## src/rtl/decode_trig_pkg.sv

```systemverilog
// Shared types and constants for the decoded-byte pattern trigger.
// Pure declarations; no timing or flow-control behaviour of its own.
package decode_trig_pkg;

    typedef enum logic [1:0] {
        ST_IDLE  = 2'b00,
        ST_ARMED = 2'b01,
        ST_FIRE  = 2'b10
    } trig_state_t;

    localparam int LANE_W            = 8;
    localparam int MAX_PATTERN_BYTES = 16;

endpackage

```

## src/rtl/decode_pattern_window.sv

```systemverilog
// Sliding byte window with fill tracking and masked compare; match_r pulses one cycle
// after the shift that completes a match. No backpressure: every strobed byte is taken.
module decode_pattern_window
    import decode_trig_pkg::*;
#(
    parameter int PATTERN_BYTES = 8
) (
    input  logic                              clk,
    input  logic                              reset,
    input  logic [LANE_W-1:0]                 byte_i,
    input  logic                              byte_valid_i,
    input  logic [LANE_W*PATTERN_BYTES-1:0]   pattern_i,
    input  logic [LANE_W*PATTERN_BYTES-1:0]   mask_i,
    input  logic                              fill_clr,
    output logic                              match_r
);

    localparam int FILL_W = $clog2(PATTERN_BYTES + 1);

    if (PATTERN_BYTES < 1 || PATTERN_BYTES > MAX_PATTERN_BYTES) begin : g_bad_depth
        $error("PATTERN_BYTES out of range");
    end

    logic [LANE_W-1:0] win [PATTERN_BYTES];
    logic [FILL_W-1:0] fill;
    logic              shifted;
    logic              all_pass;

    always_ff @(posedge clk) begin
        if (reset) begin
            for (int i = 0; i < PATTERN_BYTES; i++) win[i] <= '0;
            shifted <= 1'b0;
        end else begin
            shifted <= byte_valid_i;
            if (byte_valid_i) begin
                for (int i = PATTERN_BYTES - 1; i > 0; i--) win[i] <= win[i-1];
                win[0] <= byte_i;
            end
        end
    end

    // A clear coinciding with a byte wins: the byte is shifted in but not counted.
    always_ff @(posedge clk) begin
        if (reset || fill_clr) begin
            fill <= '0;
        end else if (byte_valid_i && fill != FILL_W'(PATTERN_BYTES)) begin
            fill <= fill + FILL_W'(1);
        end
    end

    always_comb begin
        all_pass = |mask_i;
        for (int i = 0; i < PATTERN_BYTES; i++) begin
            if (((win[i] ^ pattern_i[LANE_W*i +: LANE_W]) & mask_i[LANE_W*i +: LANE_W]) != '0)
                all_pass = 1'b0;
            if (mask_i[LANE_W*i +: LANE_W] != '0 && fill <= FILL_W'(i))
                all_pass = 1'b0;
        end
    end

    always_ff @(posedge clk) begin
        if (reset) match_r <= 1'b0;
        else       match_r <= shifted && all_pass;
    end

endmodule

```

## src/rtl/decode_pattern_trigger.sv

```systemverilog
// Arm/fire/re-arm trigger on the Nth masked pattern match; trig_out rises 2 cycles after the
// completing byte and is stretched. No backpressure. Optional DECODE_TRIG_TIMEOUT_EN adds an inter-byte fill timeout.
module decode_pattern_trigger
    import decode_trig_pkg::*;
#(
    parameter int PATTERN_BYTES  = 8,
    parameter int COUNT_W        = 8,
`ifdef DECODE_TRIG_TIMEOUT_EN
    parameter int TIMEOUT_W      = 16,
`endif
    parameter int STRETCH_CYCLES = 127
) (
    input  logic                              clk,
    input  logic                              reset,
    input  logic [LANE_W-1:0]                 byte_i,
    input  logic                              byte_valid_i,
    input  logic [LANE_W*PATTERN_BYTES-1:0]   pattern_i,
    input  logic [LANE_W*PATTERN_BYTES-1:0]   mask_i,
    input  logic [COUNT_W-1:0]                match_count_i,
    input  logic                              rearm_i,
    input  logic                              arm_i,
    input  logic                              disarm_i,
`ifdef DECODE_TRIG_TIMEOUT_EN
    input  logic [TIMEOUT_W-1:0]              timeout_i,
`endif
    output logic                              trig_out,
    output logic                              armed_o,
    output logic [COUNT_W-1:0]                match_total_o,
    output logic [1:0]                        state_o
);

    localparam int SW = $clog2(STRETCH_CYCLES + 1);

    trig_state_t        state, state_nxt;
    logic [COUNT_W-1:0] remaining, remaining_nxt;
    logic [COUNT_W-1:0] total_nxt;
    logic [SW-1:0]      stretch, stretch_nxt;
    logic               trig_nxt;
    logic               fill_clr;
    logic               match_r;
    logic               timeout_hit;
    logic [COUNT_W-1:0] reload;

    assign reload = (match_count_i == '0) ? COUNT_W'(1) : match_count_i;

    decode_pattern_window #(
        .PATTERN_BYTES (PATTERN_BYTES)
    ) u_window (
        .clk          (clk),
        .reset        (reset),
        .byte_i       (byte_i),
        .byte_valid_i (byte_valid_i),
        .pattern_i    (pattern_i),
        .mask_i       (mask_i),
        .fill_clr     (fill_clr),
        .match_r      (match_r)
    );

`ifdef DECODE_TRIG_TIMEOUT_EN
    logic [TIMEOUT_W-1:0] idle_cnt;

    // Counter parks at the limit, so the clear keeps asserting for the rest of the gap.
    assign timeout_hit = (timeout_i != '0) && !byte_valid_i && (idle_cnt == timeout_i);

    always_ff @(posedge clk) begin
        if (reset || byte_valid_i) idle_cnt <= '0;
        else if (timeout_i != '0 && idle_cnt != timeout_i) idle_cnt <= idle_cnt + TIMEOUT_W'(1);
    end
`else
    assign timeout_hit = 1'b0;
`endif

    always_ff @(posedge clk) begin
        if (reset) begin
            state         <= ST_IDLE;
            remaining     <= '0;
            match_total_o <= '0;
            stretch       <= '0;
            trig_out      <= 1'b0;
        end else begin
            state         <= state_nxt;
            remaining     <= remaining_nxt;
            match_total_o <= total_nxt;
            stretch       <= stretch_nxt;
            trig_out      <= trig_nxt;
        end
    end

    always_comb begin
        state_nxt     = state;
        remaining_nxt = remaining;
        total_nxt     = match_total_o;
        stretch_nxt   = stretch;
        trig_nxt      = trig_out;
        fill_clr      = timeout_hit;

        if (disarm_i) begin
            state_nxt   = ST_IDLE;
            trig_nxt    = 1'b0;
            stretch_nxt = '0;
            fill_clr    = 1'b1;
        end else begin
            case (state)
                ST_IDLE: begin
                    if (arm_i) begin
                        state_nxt     = ST_ARMED;
                        remaining_nxt = reload;
                        total_nxt     = '0;
                        fill_clr      = 1'b1;
                    end
                end
                ST_ARMED: begin
                    if (arm_i) begin
                        remaining_nxt = reload;
                        total_nxt     = '0;
                        fill_clr      = 1'b1;
                    end else if (match_r) begin
                        if (match_total_o != '1) total_nxt = match_total_o + COUNT_W'(1);
                        remaining_nxt = remaining - COUNT_W'(1);
                        if (remaining <= COUNT_W'(1)) begin
                            state_nxt   = ST_FIRE;
                            trig_nxt    = 1'b1;
                            stretch_nxt = SW'(1);
                        end
                    end
                end
                ST_FIRE: begin
                    if (stretch == SW'(STRETCH_CYCLES)) begin
                        trig_nxt    = 1'b0;
                        stretch_nxt = '0;
                        if (rearm_i) begin
                            state_nxt     = ST_ARMED;
                            remaining_nxt = reload;
                            fill_clr      = 1'b1;
                        end else begin
                            state_nxt = ST_IDLE;
                        end
                    end else begin
                        stretch_nxt = stretch + SW'(1);
                    end
                end
                default: state_nxt = ST_IDLE;
            endcase
        end
    end

    assign armed_o = (state == ST_ARMED);
    assign state_o = state;

endmodule

```

## config.mk

```make
export PLATFORM = sky130hd
export DESIGN_NAME = decode_pattern_trigger
export DESIGN_NICKNAME = d
export VERILOG_FILES = /design/src/rtl/decode_trig_pkg.sv /design/src/rtl/decode_pattern_window.sv /design/src/rtl/decode_pattern_trigger.sv
export SDC_FILE = /design/constraint.sdc
export NUM_CORES = 1
export LEC_CHECK = 0
export ABC_AREA = 1
export CORE_MARGIN = 2
export CORE_UTILIZATION = 45
export DETAILED_ROUTE_END_ITERATION = 10
export PLACE_DENSITY_LB_ADDON = 0.2
export RECOVER_POWER = 50
export SLEW_MARGIN = 10
export SYNTH_ARGS = -nofsm -noshare
export SYNTH_HDL_FRONTEND = slang
export SYNTH_HIERARCHICAL = 1
export SYNTH_SLANG_ARGS = --single-unit
export TNS_END_PERCENT = 5
```

## constraint.sdc

```tcl
create_clock -name clk -period 2.1 [get_ports clk]
set_input_delay 0.42 -clock clk [delete_from_list [all_inputs] [get_ports clk]]
set_output_delay 0.42 -clock clk [all_outputs]
set_load 0.01 [all_outputs]
```

== Yosys cells after proc, flatten, opt, wreduce, memory -nomap -nowiden ==
Memory sizes are Yosys's and may differ from the RTL's.
Index checks and enable logic that the tools add are counted.

* Add/sub/neg operators: 4
* Order comparisons: 9
* Equal/unequal tests: 13
* Mux-type cells: 63
* Bitwise operators: 25
* Reductions and logical operators: 40

{| class="wikitable"
|+ Operators with widths
! kind !! count
|-
| 8-bit two-way mux || 18
|-
| 8-bit nonzero test || 16
|-
| 8-bit AND || 8
|-
| 64-bit OR reduction || 1
|-
| 8-bit bitwise XOR || 8
|-
| 1-bit two-way mux || 30
|-
| 7-bit two-way mux || 4
|-
| 8-bit case mux with 3 select lines || 1
|-
| 4-bit by 3-bit <= comparator with 1-bit output (second input constant) || 4
|-
| 8-bit case mux with 2 select lines || 1
|-
| 5-bit AND reduction || 3
|-
| 7-bit case mux with 2 select lines || 1
|-
| 1-bit logical AND || 10
|-
| 2-bit two-way mux || 5
|-
| 8-bit by 1-bit adder with 8-bit output (second input constant) || 1
|-
| 4-bit by 1-bit <= comparator with 1-bit output (second input constant) || 2
|-
| 4-bit by 2-bit <= comparator with 1-bit output (second input constant) || 2
|-
| 8-bit by 1-bit <= comparator with 1-bit output (second input constant) || 1
|-
| 8-bit logical NOT || 1
|-
| 2-bit != test (second input constant) || 4
|-
| 8-bit != test (second input constant) || 1
|-
| 1-bit bitwise OR || 8
|-
| 8-bit by 1-bit subtractor with 8-bit output (second input constant) || 1
|-
| 7-bit by 1-bit adder with 7-bit output (second input constant) || 1
|-
| 17 further kinds || 22
|}

* Bits in registers: 32
* Bits in writable memories: 64
* Input port bits: 150
* Memories kept: 1

{| class="wikitable"
|+ Memories
! memory !! depth !! width !! read ports !! clocked after Yosys merged registers in !! wr ports !! RTL line !! text
|-
| u_window.win || 8 || 8 || 8 || 0 || 8 || decode_pattern_window.sv:24 || <nowiki>logic [LANE_W-1:0] win [PATTERN_BYTES];</nowiki>
|}

== Logic depth before layout (Yosys ltp) ==
Gate-level depths: netlist of run 1.
An unclocked memory read counts as a cell.

* Word-level depth: 21
* Gate-level depth with buffers: 11
* Gate-level depth less buffers: 11

== By module ==
The synthesis of run 1 kept the hierarchy.

{| class="wikitable"
|+ By module, submodules not included
! module !! times used !! cells each !! area each (sq um) !! sequential area each (sq um)
|-
| decode_pattern_window || 1 || 656 || 4381.7 || 2042.0
|-
| decode_pattern_trigger || 1 || 268 || 1702.9 || 520.5
|}

== Worst setup path before layout of run 1 ==
Ideal clock, no wire load.

* Path kind: input to register
* From: input reset
* To: memory u_window.win[0][0] (enable)
* Setup time: 0.424 ns
* Data arrival time: 1.822 ns
* Required time: 1.676 ns
* Slack: -0.145 ns
* Stages: 2
* Path buffers: 0
* Path through: inv_1 nand2_1

{| class="wikitable"
|+ RTL lines
! element !! RTL line !! text
|-
| start, declared || decode_pattern_trigger.sv:14 || <nowiki>input logic reset,</nowiki>
|-
| end, declared || decode_pattern_window.sv:24 ||
|}

== Final worst setup path of run 1 ==
* From: register state[1] (netlist: state_o[1])
* To: output armed_o

* Cells in the longest elaborated chain, start to end: 1

{| class="wikitable"
|+ Ends and longest elaborated chain
! element !! RTL line !! text
|-
| start, declared || decode_pattern_trigger.sv:34 || <nowiki>trig_state_t state, state_nxt;</nowiki>
|-
| start signal, assigned || decode_pattern_trigger.sv:81 || <nowiki>state <= state_nxt;</nowiki>
|-
| 2-bit by 1-bit equality test with 1-bit output || decode_pattern_trigger.sv:147 || <nowiki>assign armed_o = (state == ST_ARMED);</nowiki>
|-
| end, declared || decode_pattern_trigger.sv:27 || <nowiki>output logic armed_o,</nowiki>
|}

Every way passes these cells.

==> flow_summary.toml, run 1 <==
[outcome]
status = "finished clean"

[synth]
synth_warnings = 6
synth_nets = 1083
syn_inst = 924
synth.avg_cell_area_um2 = 6.585
synth_mux_area_share_pct = 0
synth-compound-area-share_pct = 5.552
synth_xor_area_share_pct = 0.4318
synthAdderAreaFrac_pct = 1.851
yosys.area_share.simple_pct = 38.97
synth_top_family_by_area = "simple AND/OR/NAND/NOR gates"
ys_seq_elements = 96
ys_seq_area_share_pct = 42.11
yosysUniqueCellTypes = 38
syn-cell-area_mm2 = 0.006085

[clocking]
cts_hold_buffers = 0
clockBufferDepth = 2
worst_skew_pair.late_latency_ps = 350
clk_pin_slew_ps = 60
clkSinkCount = 96
cts_root_buffer = "clkbuf_16"
cts_buffers = 9
cts_resized = 0
postCtsSetupBuffers = 0
cts_tree = "yes"
cts.htree.levels = 3

[power]
p_leak_nw = 3.656
p_total_mw = 4.627
irDropWorstVdd_uv = 417.4
power_per_cell_area_mw_per_mm2 = 564.3

[timing]
hold_viol = 0
relSlewSlack_pct = 42.58
fmax_mhz = 505.6
fin_hold_ws_ps = 468.9
rsz0062_at_grt = "no"
tightest_slew_ps = 861.3
clock_skew_ps = 3.953
layout_worst_path_cycle_share_pct = 94.18
fin_tns_setup_ps = 0
period_minus_slack_ps = 1978
final_max_slew_viol_count = 0
setup_viol = 0

[finish]
fillers = 1226
layout_common_cells = "nand2_1 (253), nor2_1 (234), inv_1 (160)"
drive_gt1_share_pct = 4.102
multi_input_area_mm2 = 0.002848
final_net_count = 1251
area_growth_pct = 34.75
seq_area_mm2 = 0.002562
final_common_cell = "nand2_1"
num_antenna_cells = 0
fin_util_pct = 61.91

[worst_setup_path]
crit_family = "buffers and inverters"
r2r-end = "stretch[0]"
path_cells = "inv_2 > nand2_4 > inv_4 > clkdlybuf4s50_1"
cp-end-kind = "output port"
crit_path_start = "state_o[1]"
r2r.worst_path.cells = 9
worstPathMaxFanout = 7
r2r_slack_ps = 390
start_kind = "register"
r2r-start = "remaining[0]"
max_stage_delay_ps = 530
cp_num_buf_inv = 3
cp_num_cells = 4
crit_type = "reg -> out"
cp_slowest_cell = "clkdlybuf4s50_1"
crit_path_end = "armed_o"
crit_arrival_ps = 1560
worstPathRequired_ps = 1680

[route]
viasPerCell = 4.734
via_count = 6026
drt_wl_total_mm = 16.37
first_iter_violations = 378
dr.pass1.iters = 5
ant_nets = 0
drc = 0
avgRoutedWirePerCell_um = 12.86

[hold_path]
worstHoldPathType = "reg -> reg"
hold_path.startpoint = "stretch[6]"
min_path_cells = 2

[floorplanning]
core_area_mm2 = 0.01324
rows = 42
fp.dieH_um = 120.3
die_x_um = 120.3
dieArea_mm2 = 0.01447
start_util_pct = 45.95
io_pins = 162

[flow_run]
maxCapViolCount = 0

[grt]
grt_pass1_vias = 5368
overflow = 0
grt_pass1_wl_mm = 25.96
grt_max_degree = 40
antenna_found_initial = 0
grt.total_usage_pct = 23.19

[placed_design]
io_buffer_count = 161
dp_hpwl_mm = 12.91
place.gp.congestion = 0.9377
-- sequential cells by signal, indices dropped and copies added, names as in the netlist --
name	flops
u_window/match_r	1
u_window/shifted	1
trig_out	1
stretch	7
match_total_o	8
state_o	2
remaining	8
u_window/fill	4
u_window/win	64
-- stage by stage --
stage | instance area (um^2) | std cells | worst slack [ps]
5_1_grt | 8199 | 1273 | 50.94
3_3_place_gp | 7951 | 1257 | 187.6
2_1_floorplan | 6087 | 924 | 466.1
6_report | 8199 | 1273 | 122.3
4_1_cts | 8232 | 1273 | 114.3
3_5_place_dp | 7951 | 1257 | 138.2
-- cells in the mapped netlist (all sizes together) --
cell    number  area [um^2]
o21a         1        7.510
clkbuf       7        26.28
o22ai        2        12.51
nand3b       2        15.01
edfxtp      64         1922
o21bai       2        15.01
nor2       238        908.4
xnor2        2        17.52
xor2         1        8.760
nor3         2        10.01
or2          6        37.54
nand2      260         1008
a31oi        1        6.260
o31ai        1        7.510
dfxtp       32        640.6
buf          2        16.26
nand3       68        360.4
and3         1        6.260
ha           9        112.6
inv        167        631.9
a21oi       25        132.6
o21ai       26        148.9
nand4        4        25.02
a21boi       1        7.510
-- logic make-up (layout without fill, tap and decap cells) --
logic type / count (synthesis) / in the layout
fa+ha+maj: 9 / 9
compound gates: 59 / 59
simple gates: 581 / 581
buf+inv: 176 / 349
flops: 96 / 96
xor+xnor: 3 / 3
-- metal layers --
metal	wire length (um)	global-route usage, %	vias to the layer above
met3	1331	5.094	22
met1	7712	32.71	2628
li1	-	-	3170
met4	375	8.866	0
met5	0	0	-
met2	6948	34.87	206
-- worst min-delay path, stage by stage, from the launching register on --
cell	delay (ps)
dfxtp_1	310
nand2_1	60
a21oi_1	50
-- power breakdown --
| group | total (mW) | internal (mW) | switching (mW) |
|---|---|---|---|
| registers | 2.18 | 2.12 | 0.0645 |
| logic | 0.847 | 0.429 | 0.419 |
| clock network | 1.60 | 0.911 | 0.688 |
-- cell type report --
class | instances | area share, %
Timing Repair Buffer | 166 | 20.20
Clock inverter | 5 | 0.5799
Tap cell | 176 | 2.686
Clock buffer | 11 | 2.838
Inverter | 167 | 7.706
Multi-Input combinational cell | 652 | 34.73
Sequential cell | 96 | 31.25
-- how the worst min path moves through the flow --
stage	to	slack, ps
4_1_cts	stretch[6]	470
3_3_place_gp	stretch[6]	450
3_5_place_dp	stretch[6]	460
5_1_grt	trig_out	490
6_report	stretch[6]	470
2_1_floorplan	stretch[6]	440
Note: power is estimated with default switching activity, not from simulation.
==> inputs of run 2 (changes only) <==
--- a/config.mk
+++ b/config.mk
@@ -6,8 +6,11 @@
 export NUM_CORES = 1
 export LEC_CHECK = 0
 export ABC_AREA = 1
+export ABC_CLOCK_PERIOD_IN_PS = 2100
+export CORE_ASPECT_RATIO = 0.9
 export CORE_MARGIN = 2
 export CORE_UTILIZATION = 45
+export CTS_CLUSTER_DIAMETER = 120
 export DETAILED_ROUTE_END_ITERATION = 10
 export PLACE_DENSITY_LB_ADDON = 0.2
 export RECOVER_POWER = 50
==> run 2 against run 1 <==
Net effect: worst setup slack got worse by 31 ps; sequential share of layout area is 0.12 points higher; cell count fell by 0.79%; largest power group unchanged; largest cell class unchanged; highest routed layer unchanged.
==> flow_summary.toml, run 2 (synthesized netlist as in run 1, its figures left out) <==
[timing]
rsz0062_at_grt = "no"
final_max_slew_viol_count = 0
tightest_slew_ps = 926.6
relSlewSlack_pct = 38.23
fmax_mhz = 497.7
clock_skew_ps = 6.172
setup_viol = 0
fin_tns_setup_ps = 0
period_minus_slack_ps = 2009
layout_worst_path_cycle_share_pct = 95.67
hold_viol = 0

[finish]
multi_input_area_mm2 = 0.002848
seq_area_mm2 = 0.002562
area_growth_pct = 34.24
final_net_count = 1250
largest_register_ffs = 64
fillers = 1277
num_antenna_cells = 0
top_register = "u_window/win"
top_regs = "u_window/win: 64 flops, match_total_o: 8 flops, remaining: 8 flops"
layout_common_cells = "nand2_1 (253), nor2_1 (234), inv_1 (160), clkdlybuf4s50_1 (160)"
final_common_cell = "nand2_1"
drive_gt1_share_pct = 3.836

[grt]
grt.total_usage_pct = 23.35
grt_max_degree = 65
grt_pass1_vias = 5565
grt_pass1_wl_mm = 26.45
overflow = 0
antenna_found_initial = 0

[floorplanning]
start_util_pct = 45.88
dieArea_mm2 = 0.01447
rows = 40
core_area_mm2 = 0.01326
fp.dieH_um = 114.3
io_pins = 162
die_x_um = 126.6

[clocking]
cts_buffers = 9
clk_pin_slew_ps = 60
cts_tree = "yes"
postCtsSetupBuffers = 0
clkSinkCount = 96
cts_resized = 0
cts_root_buffer = "clkbuf_16"
worst_skew_pair.late_latency_ps = 350
clockBufferDepth = 2
cts_hold_buffers = 0
cts.htree.levels = 3

[power]
p_switching_mw = 1.190
p_comb_share_pct = 18.2
seqPwrFrac_pct = 47.1
switching_share_pct = 25.65
clkPwrFrac_pct = 34.7
irDropWorstVdd_uv = 482.5
power_per_cell_area_mw_per_mm2 = 567.8
p_leak_nw = 3.640
p_int_mw = 3.448
p_total_mw = 4.638

[worst_setup_path]
crit_arrival_ps = 1590
worstPathRequired_ps = 1680
start_kind = "register"
cp-end-kind = "output port"
worstPathMaxFanout = 7
crit_type = "reg -> out"

[route]
via_count = 6050
avgRoutedWirePerCell_um = 13.27
drc = 0
ant_nets = 0
viasPerCell = 4.790
first_iter_violations = 487
drt_wl_total_mm = 16.76
dr.pass1.iters = 7

[outcome]
status = "finished clean"

[hold_path]
worstHoldPathType = "reg -> reg"

[placed_design]
place.gp.congestion = 0.8516
dp_hpwl_mm = 13.01
io_buffer_count = 161

[flow_run]
maxCapViolCount = 0
## run 2: worst paths after layout
| path | to | startpoint | cells after the start | slack (ps) |
|---|---|---|---|---|
| worst max-delay path | armed_o | state_o[0] | 3 | 90 |
| worst min-delay path | stretch[6] | stretch[6] | 2 | 470 |
| worst max register to register | stretch[0] | remaining[0] | 9 | 400 |
| worst min register to register | stretch[6] | stretch[6] | 2 | 470 |
## run 2: layout make-up
class | instances | area share (%)
tap | 168 | 2.574
inverter | 167 | 7.736
multi-input combinational | 652 | 34.87
clock inverter | 5 | 0.5974
timing repair buffer | 165 | 20.05
sequential | 96 | 31.37
clock buffer | 10 | 2.803
## run 2: layer usage
layer	GRT usage [%]	wire [um]
met1	32.54	7940
met2	35.37	7109
met3	5.794	1297
met4	8.498	413
met5	0	0
## run 2: per-stage QoR
stage,worst slack [ps],instances,hold slack (ps),cell area [um^2],util [%]
final,90.95,1263,469.0,8168,61.58
after global routing,53.04,1263,492.2,8168,61.58
after CTS,90.00,1263,474.4,8199,61.82
after detailed placement,134.0,1248,461.3,7921,59.73
after global placement,184.6,1248,452.6,7921,59.73
after floorplan,466.1,924,441.0,6087,-
## run 2: power by group through the flow
stage	Clock, mW	Sequential [mW]	Combinational [mW]
after global placement	0	2.22	0.833
after detailed placement	0	2.22	0.845
final	1.61	2.18	0.845
after floorplan	0	2.21	0.397
after CTS	1.64	2.18	0.851
after global routing	1.71	2.20	0.945
## run 2: worst max-delay path, cell delays in order, from the launching register on
cell and delay [ps]:
dfxtp_1 480, nand2_4 130, inv_4 100, clkdlybuf4s50_1 530
==> inputs of run 3 (changes only) <==
--- a/config.mk
+++ b/config.mk
@@ -12,8 +12,10 @@
 export CORE_UTILIZATION = 45
 export CTS_CLUSTER_DIAMETER = 120
 export DETAILED_ROUTE_END_ITERATION = 10
+export GPL_ROUTABILITY_DRIVEN = 0
 export PLACE_DENSITY_LB_ADDON = 0.2
 export RECOVER_POWER = 50
+export SETUP_SLACK_MARGIN = 0.1
 export SLEW_MARGIN = 10
 export SYNTH_ARGS = -nofsm -noshare
 export SYNTH_HDL_FRONTEND = slang
==> run 3 against run 2 <==
Net effect: critical path depth up 1; cell area about the same; sequential power about the same; maximum frequency rose by 3.5%; wire length unchanged; sequential cell count did not move; die area is the same; clock skew stayed put; critical path type unchanged.
==> flow_summary.toml, run 3 (synthesized netlist as in run 1, its figures left out) <==
[flow_run]
maxCapViolCount = 0

[clocking]
cts.htree.levels = 3
cts_buffers = 9
clk_pin_slew_ps = 60
cts_tree = "yes"
clkSinkCount = 96
worst_skew_pair.late_latency_ps = 350
clockBufferDepth = 2
cts_root_buffer = "clkbuf_16"

[power]
p_leak_nw = 3.641
irDropWorstVdd_uv = 482.5
p_total_mw = 4.638
power_per_cell_area_mw_per_mm2 = 567.7

[timing]
setup_viol = 0
clock_skew_ps = 6.172
hold_viol = 0
rsz0062_at_grt = "no"
final_max_slew_viol_count = 0
fin_tns_setup_ps = 0
layout_worst_path_cycle_share_pct = 92.45
relSlewSlack_pct = 38.23
tightest_slew_ps = 926.6
fmax_mhz = 515.1
period_minus_slack_ps = 1941

[grt]
grt_pass1_wl_mm = 26.45
grt.total_usage_pct = 23.35
grt_max_degree = 65
overflow = 0
grt_pass1_vias = 5565
antenna_found_initial = 0

[finish]
final_common_cell = "nand2_1"
top_register = "u_window/win"
final_net_count = 1250
num_antenna_cells = 0
area_growth_pct = 34.28
largest_register_ffs = 64
top_regs = "u_window/win: 64 flops, match_total_o: 8 flops, remaining: 8 flops"
layout_common_cells = "nand2_1 (253), nor2_1 (234), inv_1 (160), clkdlybuf4s50_1 (160)"
drive_gt1_share_pct = 4.018

[worst_setup_path]
start_kind = "register"
crit_arrival_ps = 1520
cp_slowest_cell = "clkdlybuf4s50_1"
cp-end-kind = "output port"
worstPathMaxFanout = 7
r2r-start = "remaining[0]"
worstPathRequired_ps = 1680
path_cells = "inv_2 > nand2_4 > inv_4 > clkdlybuf4s50_1"
crit_type = "reg -> out"
crit_path_start = "state_o[1]"
max_stage_delay_ps = 530

[floorplanning]
dieArea_mm2 = 0.01447
start_util_pct = 45.88
io_pins = 162
core_area_mm2 = 0.01326
die_x_um = 126.6
fp.dieH_um = 114.3
rows = 40

[outcome]
status = "finished clean"

[route]
drc = 0
dr.pass1.iters = 7
first_iter_violations = 487
avgRoutedWirePerCell_um = 13.27
viasPerCell = 4.790
ant_nets = 0
via_count = 6050
drt_wl_total_mm = 16.76

[placed_design]
dp_hpwl_mm = 13.01
io_buffer_count = 161

[hold_path]
worstHoldPathType = "reg -> reg"
hold_path.startpoint = "stretch[6]"
run 3: cell counts in the layout (fill, tap and decap cells not counted):
No cell type changed its count.
run 3: final timing paths:
check,depth (start not counted),endpoint,slack [ps]
hold reg to reg,2,stretch[6],470
hold / removal,2,stretch[6],470
setup reg to reg,9,stretch[0],400
setup / recovery,4,armed_o,160
run 3: report_power, final:
part | switching, mW | leakage, nW | internal, mW
clock network | 0.704 | 0.131 | 0.906
logic | 0.419 | 2.54 | 0.426
registers | 0.0661 | 0.969 | 2.12
total | 1.19 | 3.64 | 3.45
run 3: timing repair:
item                                    4_1_cts  5_1_grt
cloned                                        0        0
setup buffers                                 0        0
endpoints found under the hold margin         0        0
gates resized for setup                       1        1
endpoints found under the setup margin        1        1
hold buffers                                  0        0
run 3: critical path: cells and delay by family, from the launching register on:
family	cells	cell delay, ps
buf+inv	3	720
flops	1	360
simple gates	1	90
run 3: cell type report:
class | count | area [um^2]
multi-input cells | 652 | 2848
flip-flops and latches | 96 | 2565
fillers | 1277 | 5092
inverters | 167 | 631.9
well taps | 168 | 210.2
clock buffers | 10 | 229.0
repair buffers | 165 | 1638
clock inverters | 5 | 48.80
run 3: stage by stage:
step	cells	utilization (%)	setup WS, ps	hold WS, ps	instance area, um^2
after global routing	1263	61.60	115.3	492.2	8170
after global placement	1248	59.73	184.6	452.6	7921
after floorplan	924	-	466.1	441.0	6087
after CTS	1263	61.83	112.9	474.4	8200
final	1263	61.60	158.5	469.0	8170
after detailed placement	1248	59.73	134.0	461.3	7921
run 3: routing by layer:
layer	vias to the layer above	part of all wire, %	track usage (%)
met1	2650	47	32.54
met5	-	0	0
li1	3159	-	-
met2	208	42	35.37
met3	33	7.7	5.794
met4	0	2.5	8.498
